`src/rtl/mul_pkg.sv`:
```
// Shared definitions for the multiplier result stream: default word width
// and the {|product, product} flag encode/check helpers.
package mul_pkg;

   localparam int MUL_WD    = 9;
   localparam int MUL_MAX_W = 64;

   function automatic logic mul_flag(input logic [MUL_MAX_W-1:0] product);
      return |product;
   endfunction

   // Narrower products are passed zero-extended, which leaves the OR-reduce unchanged.
   function automatic logic mul_word_ok(input logic flag, input logic [MUL_MAX_W-1:0] product);
      return flag == mul_flag(product);
   endfunction

endpackage

```
`src/rtl/hand_fork.sv`:
```
// Valid/ready fork control: one upstream slot broadcast to CHL consumers,
// retiring only once every consumer has taken the held word.
module hand_fork #(
   parameter int CHL = 2
) (
   input  logic           clk,
   input  logic           rst,
   input  logic           s_valid,
   output logic           s_ready,
   output logic           accept,
   output logic [CHL-1:0] m_valid,
   input  logic [CHL-1:0] m_ready
);

   logic           full_p1;
   logic [CHL-1:0] done_p1;
   logic [CHL-1:0] hs;
   logic           retire;

   assign m_valid = {CHL{full_p1}} & ~done_p1;
   assign hs      = m_valid & m_ready;
   assign retire  = full_p1 & (&(done_p1 | hs));
   assign s_ready = !rst & (!full_p1 | retire);
   assign accept  = s_valid & s_ready;

   // Slot state: EMPTY (!full), WAIT_BOTH (full, no done), WAIT_x (one branch done)
   always_ff @(posedge clk) begin
      if (rst) begin
         full_p1 <= 1'b0;
         done_p1 <= '0;
      end else if (accept) begin
         full_p1 <= 1'b1;
         done_p1 <= '0;
      end else if (retire) begin
         full_p1 <= 1'b0;
         done_p1 <= '0;
      end else begin
         done_p1 <= done_p1 | hs;
      end
   end

endmodule

```
`src/rtl/mul_fork.sv`:
```
// Multiplier result fork: broadcasts each word to two consumers unchanged
// and counts accepted words whose flag bit disagrees with the product.
module mul_fork
   import mul_pkg::*;
#(
   parameter int WD     = MUL_WD,
   parameter int CNT_WD = 16
) (
   input  logic              clk,
   input  logic              rst,
   input  logic              s_valid,
   input  logic [WD-1:0]     s_data,
   output logic              s_ready,
   output logic              m0_valid,
   output logic [WD-1:0]     m0_data,
   input  logic              m0_ready,
   output logic              m1_valid,
   output logic [WD-1:0]     m1_data,
   input  logic              m1_ready,
   output logic [CNT_WD-1:0] err_cnt,
   output logic              err_flag
);

   function automatic logic [CNT_WD-1:0] sat_inc(input logic [CNT_WD-1:0] c);
      return (c == {CNT_WD{1'b1}}) ? c : c + 1'b1;
   endfunction

   logic              accept;
   logic [1:0]        m_valid;
   logic              bad_p0;
   logic [WD-1:0]     data_p1;
   logic [CNT_WD-1:0] err_cnt_p1;
   logic              err_flag_p1;

   hand_fork #(.CHL(2)) u_fork (
      .clk     (clk),
      .rst     (rst),
      .s_valid (s_valid),
      .s_ready (s_ready),
      .accept  (accept),
      .m_valid (m_valid),
      .m_ready ({m1_ready, m0_ready})
   );

   assign bad_p0 = !mul_word_ok(s_data[WD-1], MUL_MAX_W'(s_data[WD-2:0]));

   // Accept stage: capture the word and account for a bad flag
   always_ff @(posedge clk) begin
      if (rst) begin
         data_p1     <= '0;
         err_cnt_p1  <= '0;
         err_flag_p1 <= 1'b0;
      end else if (accept) begin
         data_p1 <= s_data;
         if (bad_p0) begin
            err_cnt_p1  <= sat_inc(err_cnt_p1);
            err_flag_p1 <= 1'b1;
         end
      end
   end

   assign m0_valid = m_valid[0];
   assign m1_valid = m_valid[1];
   assign m0_data  = data_p1;
   assign m1_data  = data_p1;
   assign err_cnt  = err_cnt_p1;
   assign err_flag = err_flag_p1;

endmodule

```
`config.mk`:
```
export PLATFORM = sky130hd
export DESIGN_NAME = mul_fork
export DESIGN_NICKNAME = d
export VERILOG_FILES = /design/src/rtl/mul_pkg.sv /design/src/rtl/hand_fork.sv /design/src/rtl/mul_fork.sv
export SDC_FILE = /design/constraint.sdc
export NUM_CORES = 1
export LEC_CHECK = 0
export ABC_AREA = 1
export CAP_MARGIN = 30
export CORE_AREA = 2 2 67 69
export CTS_BUF_LIST = sky130_fd_sc_hd__clkbuf_4
export CTS_CLUSTER_SIZE = 10
export DETAILED_ROUTE_END_ITERATION = 10
export DIE_AREA = 0 0 69 71
export PLACE_DENSITY = 0.86
export SLEW_MARGIN = 0
export SYNTH_ARGS = -nofsm -noshare
export SYNTH_HDL_FRONTEND = slang
export SYNTH_SLANG_ARGS = --single-unit
```
`constraint.sdc`:
```
create_clock -name clk -period 1.6 [get_ports clk]
set_clock_uncertainty 0.15 [all_clocks]
set_input_delay 0.48 -clock clk [delete_from_list [all_inputs] [get_ports clk]]
set_output_delay 0.48 -clock clk [all_outputs]
set_load 0.005 [all_outputs]
```
; ---- Yosys cells after proc, flatten, opt, wreduce, memory -nomap -nowiden
; Index checks and enable logic that the tools add are counted.
[word_totals]
register_bits = 29
in_bits = 14
wordCells = 28
[classes]
n_addsub = 1
n_eq_ne = 2
n_mux = 2
bitwise = 10
reduce_logical = 8
[ops]
columns = operator, count
row1 = "16-bit by 1-bit adder with 16-bit output, second input constant", 1
row2 = "16-bit == test, second input constant", 1
row3 = 8-bit OR reduction, 1
row4 = 2-bit AND, 2
row5 = 2-bit AND reduction, 2
row6 = 1-bit AND, 3
row7 = 3-bit AND reduction, 1
row8 = 3-bit OR reduction, 1
row9 = 1-bit zero test, 2
row10 = 1-bit 2-to-1 mux, 2
row11 = 1-bit NOT, 2
row12 = 2-bit NOT, 1
row13 = 2-bit OR, 1
row14 = 2-bit nonzero test, 1
row15 = 1-bit == test, 1
row16 = 1-bit OR, 1

; ---- Longest topological paths before layout
[logic_depth]
depth_word = 10
depth_mapped = 10
depth_no_buf = 9

; ---- By module
; From an unflattened synthesis, not the netlist that was laid out.
[unflattened]
hier_cells = 244
area_unflattened_um2 = 1539.0
[modules_own_cells]
columns = mod, n_inst, cells_each, area_per_inst_um2, seq_area_each_um2
row1 = mul_fork, 1, 217, 1382.6, 520.5
row2 = hand_fork, 1, 27, 156.4, 60.1

; ---- Worst setup path after synthesis
; No wires, ideal clock.
[synth_timing]
kind = reg2reg
startpoint = register err_cnt_p1[0], in the netlist err_cnt[0]
endpoint = register err_cnt_p1[10], in the netlist err_cnt[10]
setup_ns = 0.141
arrival_ns = 1.367
t_required_ns = 1.309
setup_slack_ns = -0.057
path_stages_with_launch = 10
path_cell_list = dfxtp_1 -> ha_1 -> nand3_2 -> inv_2 -> nand3_2 -> nor2_4 -> nor2_4 -> buf_4 -> nand3_1 -> a21oi_2
[synth_between]
elab_chain_len = 3
[synth_rtl]
columns = item, line
row1 = start: declaration, mul_fork.sv:32  ; logic [CNT_WD-1:0] err_cnt_p1;
row2 = start signal: assignment, mul_fork.sv:56  ; err_cnt_p1 <= sat_inc(err_cnt_p1);
row3 = "parallel branches: the longest is 3 deep, another holds 16-bit by 1-bit adder with 16-bit output", n/a
; Several ways; the timed one is not identified.
; A chain may end at the register's enable or synchronous reset.

; ---- Final worst setup path
[layout_timing]
startpoint = register u_fork.full_p1
endpoint = output s_ready
[layout_between]
elab_chain_len = 7
[layout_rtl]
columns = item, line
row1 = start: declaration, hand_fork.sv:15  ; logic full_p1;
row2 = start signal: assignment, hand_fork.sv:29  ; full_p1 <= 1'b0;
row3 = start signal: assignment, hand_fork.sv:32  ; full_p1 <= 1'b1;
row4 = start signal: assignment, hand_fork.sv:35  ; full_p1 <= 1'b0;
row5 = 2-bit AND, hand_fork.sv:20  ; assign m_valid = {CHL{full_p1}} & ~done_p1;
row6 = 2-bit AND, hand_fork.sv:21  ; assign hs = m_valid & m_ready;
row7 = 2-bit OR, hand_fork.sv:22  ; assign retire = full_p1 & (&(done_p1 | hs));
row8 = 2-bit AND reduction, hand_fork.sv:22
row9 = 1-bit AND, hand_fork.sv:22
row10 = 1-bit OR (*), hand_fork.sv:23  ; assign s_ready = !rst & (!full_p1 | retire);
row11 = 1-bit AND (*), hand_fork.sv:23
row12 = end: declaration, mul_fork.sv:13  ; output logic s_ready,
; Every way passes the cells marked *; elsewhere a longest branch is shown, timed or not.

==> run summary <==
most used cell, CP: nand2_4
Final WS setup: -0.3447 ns
Achievable Freq: 514.2 MHz
Worst Hold Depth: 2
crit-path max cell delay: 0.36 ns
Synth Area in Adders: 0.007143
Die Wd: 69 um
outcome: complete, but fails checks
DR iter-0 viols: 192
clk sink count: 29
CP Data Required Time: 0.97 ns
post-synthesis compound-gate area fraction: 0.1171
row count: 24
die area: 4899 um2
Async S/R FF share, synth: 0
vias per inst: 5.116
hold_ws: 0.3391 ns
cells after synthesis: 240
Synth Area in XOR/XNOR: 0.03500
unrepaired setup endpoints after global routing: yes
WP data arrival: 1.31 ns
top_reg_cell synth: dfxtp_1
multiplexer share of the synthesized area: 0
WS Path Type: register to output pin
Worst-Skew Late Latency: 0.36 ns
area of the multi-input gates: 1144 um2
vias: 2118
MaxCap Viol Count: 0
HP Start: m0_data[6]
ant diodes: 0
H-tree depth: 2
Post-Synth Simple-Gate Area: 0.3979
pwr dens: 505.6 nW/um2
Seq/Total Area, Yosys: 0.3314
FF+latch area: 624.3 um2
Core ar.: 4204 um2
Hold Path Class: register to register
root buf cell: clkbuf_4
reg2reg path depth: 13
Slowest cell on crit path: dfxtp_2
ANT nets after route: 0
WHS Endpoint: m0_data[6]
CP max FO: 2
# fillers: 290
vias in the first global route: 2174
Setup Viol. Count Final: 30
maximum vdd drop: 0.4025 mV
Yosys reg bits: 29
1st-pass router iterations: 4
final WL: 6331 um
CTS Hold Bufs: 0
Clock transition at path regs: 0.12 ns
Post-synth EDFFs: 0
fin. max-slew vios: 0
die span in y: 71 um
Area Overhead vs Synth: 80.21%
relative slew slack: 0.8143
sum of buffers and inverters on the critical path: 3
most common cell after layout, fill and taps aside: buf_4
GR Overflow Total: 0
critical path endpoint category: output pin
total CTS buffers: 5
detailed-route DRC error count: 0
Initial Utilization: 0.4167
GRT Total Usage: 0.2694
Net Count, Synth: 255
Tmin final: 1.945 ns
fin nets: 376
Slew @ Worst Pin: 0.2773 ns
initial antenna violation count: 0
type of origin of the critical path: register
gpl congestion: 0.8567
largest family of logic cells by synthesized area: simple AND/OR/NAND/NOR gates
share of layout cells above drive strength 1: 0.5166
count of cell types in the netlist: 32
WL/cell: 15.29 um
io pins: 52
Syn Std Cell Area: 1752 um2
HPWL Detailed: 3346 um
Leak: 1.442 nW
R2R Path End: err_cnt[2]
Synth warnings: 0
largest net degree at the start of global routing: 19
synthesized area per cell: 7.299 um2
cell count after placement: 356
CTS tree: done
final hold violations: 0
Critical R2R Launch: u_fork.full_p1
# port buffers: 51
Non-Filler Instances: 414
fin crit share: 1.215
clk buf depth: 2
CP top delay family: flip-flops
first-pass GRT wire length: 10440 um
reg2reg setup slack: -0.31 ns
commonest cells after routing, fill and taps aside: buf_4 (57), nand2_1 (50), dlygate4sd2_1 (25), nand3_1 (23), dfxtp_2 (23)
CP cell instances: buf_6, nand2_4, nand2_4, nand2_4, nand2_4, nand2_4, inv_4, buf_6
failing checks: setup timing
synth_stat cells (3+ instances only):
library cell	count	area share
buf_4	11	0.047
a21oi_2	10	0.050
xor2_1	3	0.015
nor2_4	4	0.026
o21ai_1	7	0.020
o21ai_0	5	0.014
a21oi_1	10	0.029
inv_1	14	0.030
nand3_1	23	0.066
nand2_1	60	0.13
nand4_1	5	0.018
xnor2_1	4	0.020
nand2_2	12	0.043
nor2_1	21	0.045
dfxtp_1	29	0.33
kinds of logic (layout without fill, tap and decap cells):
kind of cell | after synthesis | count (layout)
xor gates and xnor gates | 7 | 7
buffers and inverters | 34 | 156
adders and majority gates | 1 | 1
and+or+nand+nor | 136 | 136
DFF | 29 | 29
AOI/OAI and AO/OA | 33 | 33
worst max path at each step:
stage | start | endpoint | slack, ns | depth (start not counted)
after global routing | u_fork.done_p1[0] | s_ready | -0.40 | 7
after global placement | m1_ready | s_ready | -0.86 | 8
after detailed placement | m0_ready | s_ready | -0.91 | 8
after floorplan | s_data[4] | err_cnt[10] | -0.01 | 9
after CTS | u_fork.full_p1 | s_ready | -0.33 | 8
final | u_fork.full_p1 | s_ready | -0.34 | 8
area by class of cell:
class | instances | area share
inverters | 17 | 0.02259
flip-flops and latches | 29 | 0.1978
well taps | 52 | 0.02061
clock inverters | 3 | 0.003964
clock buffers | 5 | 0.01189
multi-input cells | 177 | 0.3623
repair buffers | 131 | 0.3809
through the flow:
step / setup TNS (ns) / power (mW) / area [um2] / setup slack [ns] / utilization
2_1_floorplan: -0.03843 / 0.9101 / 1822 / -0.009875 / -
3_3_place_gp: -13.74 / 1.045 / 2541 / -0.8610 / 0.6045
3_5_place_dp: -15.01 / 1.052 / 2541 / -0.9060 / 0.6045
4_1_cts: -5.516 / 1.578 / 3132 / -0.3295 / 0.7449
5_1_grt: -8.019 / 1.669 / 3157 / -0.3962 / 0.7509
6_report: -6.268 / 1.596 / 3157 / -0.3447 / 0.7509
timing repair:
item	in CTS	in global routing
hold endpoints to repair	0	0
buffers inserted	56	3
pin swaps	15	11
gates cloned	2	0
setup endpoints to repair	63	48
gates resized for setup	122	49
flip-flops by register name, indices dropped and copies added (netlist names):
signal	count
m0_data	9
u_fork.full_p1	1
u_fork.done_p1	2
err_cnt	16
err_flag	1
worst register-to-register path, delay by kind of cell, from the launching register on:
family,cells,cell delay [ns]
compound gates,1,0.05
buf+inv,4,0.56
flops,1,0.38
simple gates,8,0.64
power by group:
group	internal (mW)	switching, mW
Clock	0.159	0.286
Combinational	0.215	0.179
Sequential	0.742	0.0154
routing by layer:
metal / wire length, um / track usage / up-vias
met5: 0 / 0 / -
met4: 179 / 0.1068 / 0
met3: 410 / 0.06268 / 15
met2: 3382 / 0.4925 / 94
met1: 2359 / 0.3026 / 995
li1: - / - / 1014
Power figures use the tool's default switching activity.
